--- src/rtl/alu_op_issuer.sv ---
// Issue stage in front of the combinational ALU: decodes the request into an ALU select, drives the ALU, and returns the captured result.
// ALU_PIPE_EN: when defined, adds a WAIT state so an ALU with a registered output can be used.
module alu_op_issuer #(
  parameter int DATA_W = 32
) (
  input  logic              clk,
  input  logic              rst,
  input  logic              req_valid,
  output logic              req_ready,
  input  logic [6:0]        req_opcode,
  input  logic [2:0]        req_funct3,
  input  logic              req_funct7_5,
  input  logic [DATA_W-1:0] req_rs1,
  input  logic [DATA_W-1:0] req_rs2,
  input  logic [DATA_W-1:0] req_imm,
  output logic [DATA_W-1:0] alu_a,
  output logic [DATA_W-1:0] alu_b,
  output logic [3:0]        alu_sel,
  input  logic [DATA_W-1:0] alu_out,
  input  logic              alu_zero,
  output logic              res_valid,
  input  logic              res_ready,
  output logic [DATA_W-1:0] res_data,
  output logic              res_taken,
  output logic              res_illegal
);

  localparam logic [3:0] SEL_ADD = 4'd0;
  localparam logic [3:0] SEL_SUB = 4'd1;
  localparam logic [3:0] SEL_AND = 4'd2;
  localparam logic [3:0] SEL_OR  = 4'd3;
  localparam logic [3:0] SEL_XOR = 4'd4;
  localparam logic [3:0] SEL_SLT = 4'd5;
  localparam logic [3:0] SEL_BEQ = 4'd6;
  localparam logic [3:0] SEL_BNE = 4'd7;
  localparam logic [3:0] SEL_BLT = 4'd8;
  localparam logic [3:0] SEL_BGE = 4'd9;

  localparam logic [6:0] OP_R = 7'b0110011;
  localparam logic [6:0] OP_I = 7'b0010011;
  localparam logic [6:0] OP_B = 7'b1100011;

  typedef enum logic [2:0] {
    S_IDLE    = 3'd0,
    S_ISSUE   = 3'd1,
    S_WAIT    = 3'd2,
    S_CAPTURE = 3'd3,
    S_RESP    = 3'd4
  } state_t;

  state_t            state_q, state_d;
  logic [DATA_W-1:0] alu_a_q, alu_a_d;
  logic [DATA_W-1:0] alu_b_q, alu_b_d;
  logic [3:0]        alu_sel_q, alu_sel_d;
  logic              res_valid_q, res_valid_d;
  logic [DATA_W-1:0] res_data_q, res_data_d;
  logic              res_taken_q, res_taken_d;
  logic              res_illegal_q, res_illegal_d;

  logic       dec_illegal;
  logic       dec_use_imm;
  logic [3:0] dec_sel;
  logic       accept;
  logic       res_fire;
  logic       sel_is_branch;

  // Instruction decode: opcode/funct3/funct7[5] -> ALU select code
  always_comb begin
    dec_illegal = 1'b0;
    dec_use_imm = 1'b0;
    dec_sel     = SEL_ADD;
    case (req_opcode)
      OP_R, OP_I: begin
        dec_use_imm = (req_opcode == OP_I);
        case (req_funct3)
          3'b000:  dec_sel = (req_opcode == OP_R && req_funct7_5) ? SEL_SUB : SEL_ADD;
          3'b111:  dec_sel = SEL_AND;
          3'b110:  dec_sel = SEL_OR;
          3'b100:  dec_sel = SEL_XOR;
          3'b010:  dec_sel = SEL_SLT;
          default: dec_illegal = 1'b1;
        endcase
      end
      OP_B: begin
        case (req_funct3)
          3'b000:  dec_sel = SEL_BEQ;
          3'b001:  dec_sel = SEL_BNE;
          3'b100:  dec_sel = SEL_BLT;
          3'b101:  dec_sel = SEL_BGE;
          default: dec_illegal = 1'b1;
        endcase
      end
      default: dec_illegal = 1'b1;
    endcase
  end

  assign req_ready     = (state_q == S_IDLE) && !rst;
  assign accept        = req_valid && req_ready;
  assign res_fire      = res_valid_q && res_ready;
  assign sel_is_branch = (alu_sel_q >= SEL_BEQ);

  // State register and all registered outputs
  always_ff @(posedge clk or posedge rst) begin
    if (rst) begin
      state_q       <= S_IDLE;
      alu_a_q       <= '0;
      alu_b_q       <= '0;
      alu_sel_q     <= SEL_ADD;
      res_valid_q   <= 1'b0;
      res_data_q    <= '0;
      res_taken_q   <= 1'b0;
      res_illegal_q <= 1'b0;
    end else begin
      state_q       <= state_d;
      alu_a_q       <= alu_a_d;
      alu_b_q       <= alu_b_d;
      alu_sel_q     <= alu_sel_d;
      res_valid_q   <= res_valid_d;
      res_data_q    <= res_data_d;
      res_taken_q   <= res_taken_d;
      res_illegal_q <= res_illegal_d;
    end
  end

  // Next-state logic
  always_comb begin
    state_d = state_q;
    case (state_q)
      S_IDLE: begin
        if (accept) state_d = dec_illegal ? S_RESP : S_ISSUE;
      end
`ifdef ALU_PIPE_EN
      S_ISSUE:   state_d = S_WAIT;
`else
      S_ISSUE:   state_d = S_CAPTURE;
`endif
      S_WAIT:    state_d = S_CAPTURE;
      S_CAPTURE: state_d = S_RESP;
      S_RESP: begin
        if (res_fire) state_d = S_IDLE;
      end
      default:   state_d = S_IDLE;
    endcase
  end

  // Datapath and response register updates
  always_comb begin
    alu_a_d       = alu_a_q;
    alu_b_d       = alu_b_q;
    alu_sel_d     = alu_sel_q;
    res_valid_d   = res_valid_q;
    res_data_d    = res_data_q;
    res_taken_d   = res_taken_q;
    res_illegal_d = res_illegal_q;

    if (accept) begin
      res_illegal_d = dec_illegal;
      if (dec_illegal) begin
        // Illegal ops never touch the ALU drive registers
        res_data_d  = '0;
        res_taken_d = 1'b0;
      end else begin
        alu_a_d   = req_rs1;
        alu_b_d   = dec_use_imm ? req_imm : req_rs2;
        alu_sel_d = dec_sel;
      end
    end

    if (state_q == S_CAPTURE) begin
      if (sel_is_branch) begin
        res_data_d  = '0;
        res_taken_d = alu_zero;
      end else begin
        res_data_d  = alu_out;
        res_taken_d = 1'b0;
      end
    end

    // res_valid rises one cycle after RESP is entered and drops on handshake
    if (state_q == S_RESP) begin
      if (!res_valid_q)  res_valid_d = 1'b1;
      else if (res_fire) res_valid_d = 1'b0;
    end
  end

  assign alu_a       = alu_a_q;
  assign alu_b       = alu_b_q;
  assign alu_sel     = alu_sel_q;
  assign res_valid   = res_valid_q;
  assign res_data    = res_data_q;
  assign res_taken   = res_taken_q;
  assign res_illegal = res_illegal_q;

endmodule

--- config.mk ---
export PLATFORM = sky130hd
export DESIGN_NAME = alu_op_issuer
export DESIGN_NICKNAME = d
export VERILOG_FILES = /design/src/rtl/alu_op_issuer.sv
export SDC_FILE = /design/constraint.sdc
export NUM_CORES = 1
export LEC_CHECK = 0
export BUFFER_PORTS_ARGS = -buffer_cell sky130_fd_sc_hd__buf_2
export CORE_UTILIZATION = 38
export DETAILED_ROUTE_END_ITERATION = 7
export PLACE_DENSITY = 0.75
export SLEW_MARGIN = 10
export SYNTH_ARGS = -nofsm -noshare
export SYNTH_HDL_FRONTEND = slang
export SYNTH_SLANG_ARGS = --single-unit
--- constraint.sdc ---
create_clock -name clk -period 4 [get_ports clk]
set_clock_uncertainty 0.05 [all_clocks]
set_input_delay 0.8 -clock clk [delete_from_list [all_inputs] [get_ports clk]]
set_output_delay 0.8 -clock clk [all_outputs]
set_load 0.02 [all_outputs]
# ---- Word-level counts from Yosys, hierarchy flattened
# Index checks and enable logic that the tools add are counted.
dict set report op_classes {
  bitwise 1
  reduce_logical 16
  order_cmp 1
  n_eq_ne 15
  mux 23
}
# cell n
set op_table {}
lappend op_table {{2-to-1 mux 32 bit} 5}
lappend op_table {{one-hot mux 4 bit (4 select lines)} 1}
lappend op_table {{== test 3 bit, second input constant} 5}
lappend op_table {{one-hot mux 3 bit (5 select lines)} 1}
lappend op_table {{one-hot mux 3 bit (4 select lines)} 1}
lappend op_table {{2-to-1 mux 1 bit} 10}
lappend op_table {{== test 3 x 2 -> 1 bit, second input constant} 3}
lappend op_table {{2-to-1 mux 3 bit} 3}
lappend op_table {{one-hot mux 4 bit (2 select lines)} 1}
lappend op_table {{== test 7 x 5 -> 1 bit, second input constant} 1}
lappend op_table {{== test 7 x 6 -> 1 bit, second input constant} 1}
lappend op_table {{== test 7 bit, second input constant} 1}
lappend op_table {{== test 3 x 1 -> 1 bit, second input constant} 2}
lappend op_table {{zero test 3 bit} 2}
lappend op_table {{AND reduction 2 bit} 3}
lappend op_table {{OR reduction 5 bit} 1}
lappend op_table {{greater-or-equal comparator 4 x 3 -> 1 bit, second input constant} 1}
lappend op_table {{logical AND 1 bit} 4}
lappend op_table {{inequality test 2 bit, second input constant} 2}
lappend op_table {{nonzero test 2 bit} 2}
lappend op_table {{OR reduction 2 bit} 2}
lappend op_table {{OR reduction 4 bit} 1}
lappend op_table {{one-hot mux 1 bit (2 select lines)} 1}
lappend op_table {{zero test 1 bit} 1}
lappend op_table {{NOT 1 bit} 1}
dict set report word_totals {
  input_bits 144
  output_inout_bits 104
  register_bits 106
  wordCells 64
}

# ---- Logic depth before layout (Yosys ltp)
# Gate-level depths: netlist (run 1).
dict set report depth {
  ltp_word 7
  mapped_depth 6
}

# ---- Worst setup path before layout (run 1)
# No wires, ideal clock.
dict set report synth_path {
  path_kind {input to register}
  start {in req_opcode[2]}
  end {reg alu_b_q[20] (netlist: alu_b[20])}
  arrival_time_ns 2.008
  setup_time_ns 0.125
  required_time_ns 3.825
  path_stages 6
  setup_slack_ns 1.817
  path_cell_list {and4bb_1 -> buf_6 -> nand3b_4 -> buf_6 -> mux2_1 -> mux2_2}
}
dict set report synth_between {
  elab_chain_cells 5
  elab_cells_between_ends 9
}
# item line
set synth_lines {}
lappend synth_lines {{start: declaration} 10} ;# input logic [6:0] req_opcode,
lappend synth_lines {{== test 7 x 5 -> 1 bit or == test 7 x 6 -> 1 bit (tied branches)} {72, 74}}
lappend synth_lines {{OR reduction 2 bit} 72} ;# case (req_opcode)
lappend synth_lines {{one-hot mux 1 bit (2 select lines)} 72}
lappend synth_lines {{NOT 1 bit (no source line)} --}
lappend synth_lines {{AND reduction 2 bit (no source line)} --}
lappend synth_lines {{end signal: assignment} 116} ;# alu_b_q <= alu_b_d;
lappend synth_lines {{end: declaration} 53} ;# logic [DATA_W-1:0] alu_b_q, alu_b_d;
# Several ways; a longest one is shown, not always the timed one.
# A chain may end at the register's enable or synchronous reset.

# ---- Worst setup path in the final report (run 1)
dict set report layout_path {
  start {in req_opcode[2]}
  end {reg alu_a_q[0] (netlist: alu_a[0])}
}
dict set report layout_between {
  elab_chain_cells 5
  elab_cells_between_ends 7
}
# item line
set layout_lines {}
lappend layout_lines {{== test 7 x 5 -> 1 bit or == test 7 x 6 -> 1 bit (tied branches)} 72}
lappend layout_lines {{OR reduction 2 bit} 72}
lappend layout_lines {{one-hot mux 1 bit (2 select lines) *} 72}
lappend layout_lines {{NOT 1 bit (no source line) *} --}
lappend layout_lines {{AND reduction 2 bit (no source line) *} --}
lappend layout_lines {{end signal: assignment} 115} ;# alu_a_q <= alu_a_d;
lappend layout_lines {{end: declaration} 52} ;# logic [DATA_W-1:0] alu_a_q, alu_a_d;
# Mark *: on every way between the ends. The rest lies on a longest branch, timed or not.

==> summary.md, run 1 <==
| Metric | Value |
|---|---|
| Hold Buf Count CTS | 0 |
| Fin Setup TNS | 0 ns |
| Post-route ant nets | 0 |
| Hold_ws | roughly 0.44 ns |
| HP Start | alu_a[7] |
| Library cells used by synthesis | 35 |
| Post-CTS Setup Bufs | 0 |
| RSZ-0062 raised after global routing | no |
| Peak supply drop | 0.313 mV |
| DRC Markers | 20 |
| Startpoint types | primary input |
| Final-report max-slew violation count | 0 |
| Area delta synth->final | 35.4% |
| Failing checks | design-rule violations |
| Slew HR | approximately a fifth |
| Hold Vio Cnt, Final | 0 |
| Final setup vio count | 0 |
| Initial antenna violation count | 0 |
| FF-to-FF setup slack | ~1.8 ns |
| Global route overflow | 0 |
| Number of I/O port buffers | roughly 250 |
| WHS Endpoint | alu_a[7] |
| Final period utilization | between 60% and 70% |
| Critical path startpoint | req_opcode[2] |
| Most frequent cells in the layout | buf_2 (247), dfrtp_1 (106), nand2_1 (70) |
| Clock transition at the registers of the reported paths | around 0.070 ns |
| Post-layout minimum cycle time | 2.44 ns |
| Final net count | 750 |
| Path depth of the worst reg2reg path | 5 |
| Crit end category | register |
| First-pass GRT wire length | about 18000 um |
| Max-capacitance violation count | 0 |
| Yosys top cell area share | approximately 58% |
| CP max FO | 40 |
| Avg Vias per Cell | approximately 4.8 |
| Clock Tree Buf Depth | 2 |
| CTS resizes | 0 |
| Terminus of the critical flop-to-flop path | res_data[6] |
| CORE AREA | 11600 um^2 |
| Synth Flop Type | dfrtp_1 |
| Root Buffer | clkbuf_16 |
| Cell Pwr Density | 498 nW/um^2 |
| Total Wirelength | 11000 um |
| Clock sinks | about 110 |
| DRT Pass-1 Iters | 6 |
| Required @ worst endpoint | approximately 4.2 ns |
| Hpwl dp | a little over 8000 um |
| Initial DRC count | ~110 |
| CTS tree | done |
| Cts bufs inserted | 9 |
| Register area share after synthesis | 57.7% |
| Final WS setup | approximately 1.6 ns |
| Cells after Synth | roughly 360 |
| Synth area leader | dfrtp_1 |
| Worst skew pair latency | about 0.34 ns |
| # diodes | 0 |
| Starting Density | about two fifths |
| Worst Tran Pin Value | approximately 1.2 ns |
| Yosys reg bits | ~110 |
| Die height | roughly 110 um |
| CP arrival | approximately 2.6 ns |
| Design Area, Final | 6220 um^2 |
| Leakage | about 3.5 nW |
| Ys async rst share | between 90% and 100% |
| All-layer global routing usage | about 18% |
| Routability cong. | 0.737 |
| Fillers | between 1000 and 1500 |
| DP Area | just under 6000 um^2 |
| Status | finished with violations |
| H-Tree Depth | 3 |
| Total number of vias | approximately 3700 |
| R2r startpoint | state_q[2] |
| Fmax | 409 MHz |
| Layout cells sized above 1 | 54.7% |
| Largest net degree at the start of global routing | 90 |
| Die ar. | 12500 um^2 |
| Leading cell type in the layout, fill and taps excluded | buf_2 |
| # IOs | around 250 |
| Setup Crit Path Kind | primary input to register |
| Mapped Avg Cell Area | 12.6 um^2 |
| Hold Path Cell Cnt | 1 |
| Syn nets | between 500 and 600 |
| Die Width | between 100 and 150 um |
| Number of global-route vias before repair | 3743 |
| Rows | 39 |
| Hold Path Class | register to register |
| Placement Setup Slack | ~1.2 ns |
| Netlist Area Pre-Place | between 4000 and 5000 um^2 |
| Final Power | just over 3 mW |
| Yosys warns | 0 |
| Drt wl/cell | between 10 and 15 um |
| Largest cells by area after synthesis | dfrtp_1 (58%), mux2_2 (14%), mux2_1 (9.8%), nand2_1 (5.7%), o21ai_0 (3.5%) |
| Post-synth EDFFs | 0 |
per-layer routing:
layer,vias to the layer above,global-route usage [%],share of wire [%]
met4,0,6.13,1.2
met5,-,0,0
met1,1731,20.1,39
met2,171,32.2,51
met3,10,4.90,8.5
li1,1744,-,-
synthesized netlist by cell type (2+ instances only):
cell	n
buf_6	4
xnor2_1	2
dfrtp_1	106
inv_1	2
o21ai_1	2
nand4_1	2
nand2_1	70
a21bo_2	2
o21ai_0	32
a21o_1	3
mux2_1	40
nand3b_1	2
nor2_1	3
buf_2	10
nand3_1	3
mux2_2	58
clkbuf_1	3
clkbuf_2	3
per-stage QoR:
stage	util, %	cells
detailed placement	51.2	738
global placement	51.2	738
CTS	53.6	754
floorplan	-	364
finish	53.6	754
global route	53.6	754
where the power goes:
part / switching [mW] / total (mW) / internal, mW / leakage (nW)
registers: 0.123 / 1.39 / 1.27 / 1.43
clock network: 0.397 / 0.824 / 0.427 / 0.136
logic: 0.556 / 0.885 / 0.329 / 1.98
registers in the layout (all words and copies together) (netlist names):
| signal | flops |
|---|---|
| alu_b | 32 |
| alu_a | 32 |
| alu_sel | 4 |
| res_valid | 1 |
| state_q | 3 |
| res_illegal | 1 |
| res_data | 32 |
| res_taken | 1 |
how the worst max path moves through the flow:
stage,endpoint,slack (ns),depth (start not counted)
6_report,alu_a[0],1.56,5
5_1_grt,alu_a[2],1.46,5
4_1_cts,alu_a[5],1.54,5
3_5_place_dp,alu_a[5],1.18,5
3_3_place_gp,alu_a[0],1.26,5
2_1_floorplan,alu_a[0],0.36,1
worst max-delay path: stages:
cell	delay, ns
buf_2	0.10
and4bb_1	0.56
nand3_4	0.44
buf_12	0.35
mux2_1	0.33
layout make-up:
class	count	area (um^2)	area share (%)
clock inverters	7	52.6	0.844
inverters	2	10.0	0.161
multi-input cells	236	1830	29.3
repair buffers	251	1280	20.5
clock buffers	9	225	3.62
well taps	143	179	2.87
flip-flops and latches	106	2650	42.6
kinds of logic (layout without fill, tap and decap cells):
kind of cell / Yosys count / in the layout / share of synthesized area [%]
DFF: 106 / 106 / 57.7
muxes: 98 / 98 / 24.0
and+or+nand+nor: 89 / 89 / 9.20
AOI/OAI and AO/OA: 47 / 47 / 5.93
buffers and inverters: 22 / 269 / 2.80
xor gates and xnor gates: 2 / 2 / 0.381
Power figures use the tool's default switching activity.
==> inputs of run 2 (changes only) <==
--- a/config.mk
+++ b/config.mk
@@ -8,7 +8,7 @@
 export BUFFER_PORTS_ARGS = -buffer_cell sky130_fd_sc_hd__buf_2
 export CORE_UTILIZATION = 38
 export DETAILED_ROUTE_END_ITERATION = 7
-export PLACE_DENSITY = 0.75
+export PLACE_DENSITY = 0.77
 export SLEW_MARGIN = 10
 export SYNTH_ARGS = -nofsm -noshare
 export SYNTH_HDL_FRONTEND = slang
==> constraint.sdc (replaced) <==
create_clock -name clk -period 2.1 [get_ports clk]
set_clock_uncertainty 0.05 [all_clocks]
set_input_delay 0.42 -clock clk [delete_from_list [all_inputs] [get_ports clk]]
set_output_delay 0.42 -clock clk [all_outputs]
set_load 0.02 [all_outputs]
==> summary.md, run 2 (synthesis results as in run 1) <==
| Metric | Value |
|---|---|
| Die ar. | 12500 um^2 (unchanged) |
| Layout cells sized above 1 | 54.5% (-0.12 points) |
| H-Tree Depth | 3 (unchanged) |
| Peak supply drop | 0.596 mV (+91%) |
| Slew HR | 63.8% (+43 points) |
| Leakage | 3.58 nW (+1.2%) |
| Global route overflow | 0 (unchanged) |
| Routability cong. | 0.744 (+0.91%) |
| Area delta synth->final | 37.7% |
| Worst Tran Pin Value | 0.543 ns (-0.637 ns) |
| Hold Buf Count CTS | 0 (unchanged) |
| Multi-input logic area | 1830 um^2 (unchanged) |
| # IOs | 248 (unchanged) |
| Initial antenna violation count | 0 (unchanged) |
| CP max FO | 39 (-2.5%) |
| Status | finished with violations |
| Total number of vias | 3665 (+0.25%) |
| Worst skew pair latency | 0.33 ns (about the same) |
| Final Power | 5.97 mW (+93%) |
| Starting Density | 39.6% (unchanged) |
| Design Area, Final | 6330 um^2 (+1.7%) |
| CORE AREA | 11600 um^2 (unchanged) |
| Fin Setup TNS | 0 ns (unchanged) |
| Cell Pwr Density | 943 nW/um^2 (+89%) |
| All-layer global routing usage | 17.9% (+0.13 points) |
| Avg Vias per Cell | 4.83 (-0.41%) |
| Cts bufs inserted | 9 (unchanged) |
| FF-to-FF setup slack | 0.29 ns (-1.48 ns) |
| Die height | 112 um (unchanged) |
| Root Buffer | clkbuf_16 |
| Hold Path Class | primary input to asynchronous set/reset pin |
| Most frequent cells in the layout | buf_2 (247), dfrtp_1 (106), nand2_1 (70) |
| Hpwl dp | 8340 um (+0.56%) |
| CTS tree | done |
| CP arrival | 1.98 ns (-0.64 ns) |
| Largest net degree at the start of global routing | 62 (-31%) |
| DP Area | 6050 um^2 (+1.7%) |
| Leading cell type in the layout, fill and taps excluded | buf_2 |
| Max-capacitance violation count | 0 (unchanged) |
| Post-layout minimum cycle time | 1.81 ns |
| Hold Vio Cnt, Final | 0 (unchanged) |
| Rows | 39 (unchanged) |
| Post-route ant nets | 0 (unchanged) |
| Clock sinks | 106 (unchanged) |
| Placement Setup Slack | 0.160 ns (-1.02 ns) |
| Post-CTS Setup Bufs | 0 (unchanged) |
| Startpoint types | register |
| Utilization after layout | 54.5% (+0.94 points) |
| Final-report max-slew violation count | 0 (unchanged) |
| Clock transition at the registers of the reported paths | 0.06 ns (about the same) |
| Final period utilization | a little under nine tenths |
| Number of I/O port buffers | 247 (unchanged) |
| Initial DRC count | 187 (+72%) |
| Die Width | 112 um (unchanged) |
| DRT Pass-1 Iters | 8 (+2) |
| Final setup vio count | 0 (unchanged) |
| Number of global-route vias before repair | 3731 (-0.32%) |
| First-pass GRT wire length | 17800 um (about the same) |
| Total Wirelength | 10900 um (-0.50%) |
| Final net count | 755 (+0.67%) |
| CTS resizes | 0 (unchanged) |
| Slowest stage delay, CP | 0.46 ns (-0.10 ns) |
| RSZ-0062 raised after global routing | no |
| Drt wl/cell | 14.4 um (-1.2%) |
| Fmax | 552 MHz |
| FF+latch area | 2650 um^2 (unchanged) |
| Fillers | 982 (-2.3%) |
| # diodes | 0 (unchanged) |
| Clock Tree Buf Depth | 2 (unchanged) |
| Worst-path cell chain | nor4_4 > and2_4 > nand3_4 > buf_12 > mux2_1 |
| Crit-path slowest cell | dfrtp_1 |
| Required @ worst endpoint | 2.27 ns (-1.90 ns) |
| DRC Markers | 18 (-10%) |
| Crit end category | register |
| Setup Crit Path Kind | register to register |
| Failing checks | design-rule violations |
| Final WS setup | 0.288 ns (-1.27 ns) |
## run 2: changes by cell type in the layout (fill, tap and decap cells not counted), moves of 2 or more
cell	before	now
buf_12	1	6
clkbuf_1	0	3
clkbuf_8	0	3
clkinv_2	2	0
clkinv_4	2	0
inv_6	2	0
## run 2: final timing paths
| check | to | cells after the start | from |
|---|---|---|---|
| min in group clk | res_data[20] | 3 | alu_out[20] |
| worst min register to register | alu_a[11] | 1 | alu_a[11] |
| worst max register to register | alu_a[31] | 5 | state_q[0] |
| max in group asynchronous | alu_b[26] | 3 | rst |
| worst max-delay path | alu_a[31] | 5 | state_q[0] |
| worst min-delay path | res_illegal | 3 | rst |
## run 2: per-stage QoR
| step | hold WS (ns) | cells |
|---|---|---|
| 2_1_floorplan | 0.454 | 364 |
| 3_3_place_gp | 0.418 | 743 |
| 3_5_place_dp | 0.426 | 743 |
| 4_1_cts | 0.159 | 759 |
| 5_1_grt | 0.168 | 759 |
| 6_report | 0.137 | 759 |
## run 2: routing by layer
layer / GRT usage (%) / vias to the layer above / wire [um]
li1: - / 1752 / -
met1: 21.1 / 1737 / 4250
met2: 31.6 / 167 / 5670
met3: 4.52 / 9 / 881
met4: 6.58 / 0 / 112
met5: 0 / - / 0
## run 2: critical path, delay by kind of cell (launching register included)
kind / cells / cell delay (ns)
buffers and inverters: 1 / 0.21
and+or+nand+nor: 3 / 0.62
DFF: 1 / 0.46
muxes: 1 / 0.33
## run 2: area by class of cell
cell class	instances	area share [%]
inverter	2	0.178
clock inverter	1	0.119
clock buffer	15	4.39
timing repair buffer	256	21.8
tap	143	2.82
sequential	106	41.9
multi-input combinational	236	28.8
## run 2: power by group
part | total, mW | switching (mW) | internal [mW]
Clock | 1.59 | 0.688 | 0.904
Sequential | 2.65 | 0.229 | 2.42
Combinational | 1.73 | 1.07 | 0.663
Total | 5.97 | 1.99 | 3.99
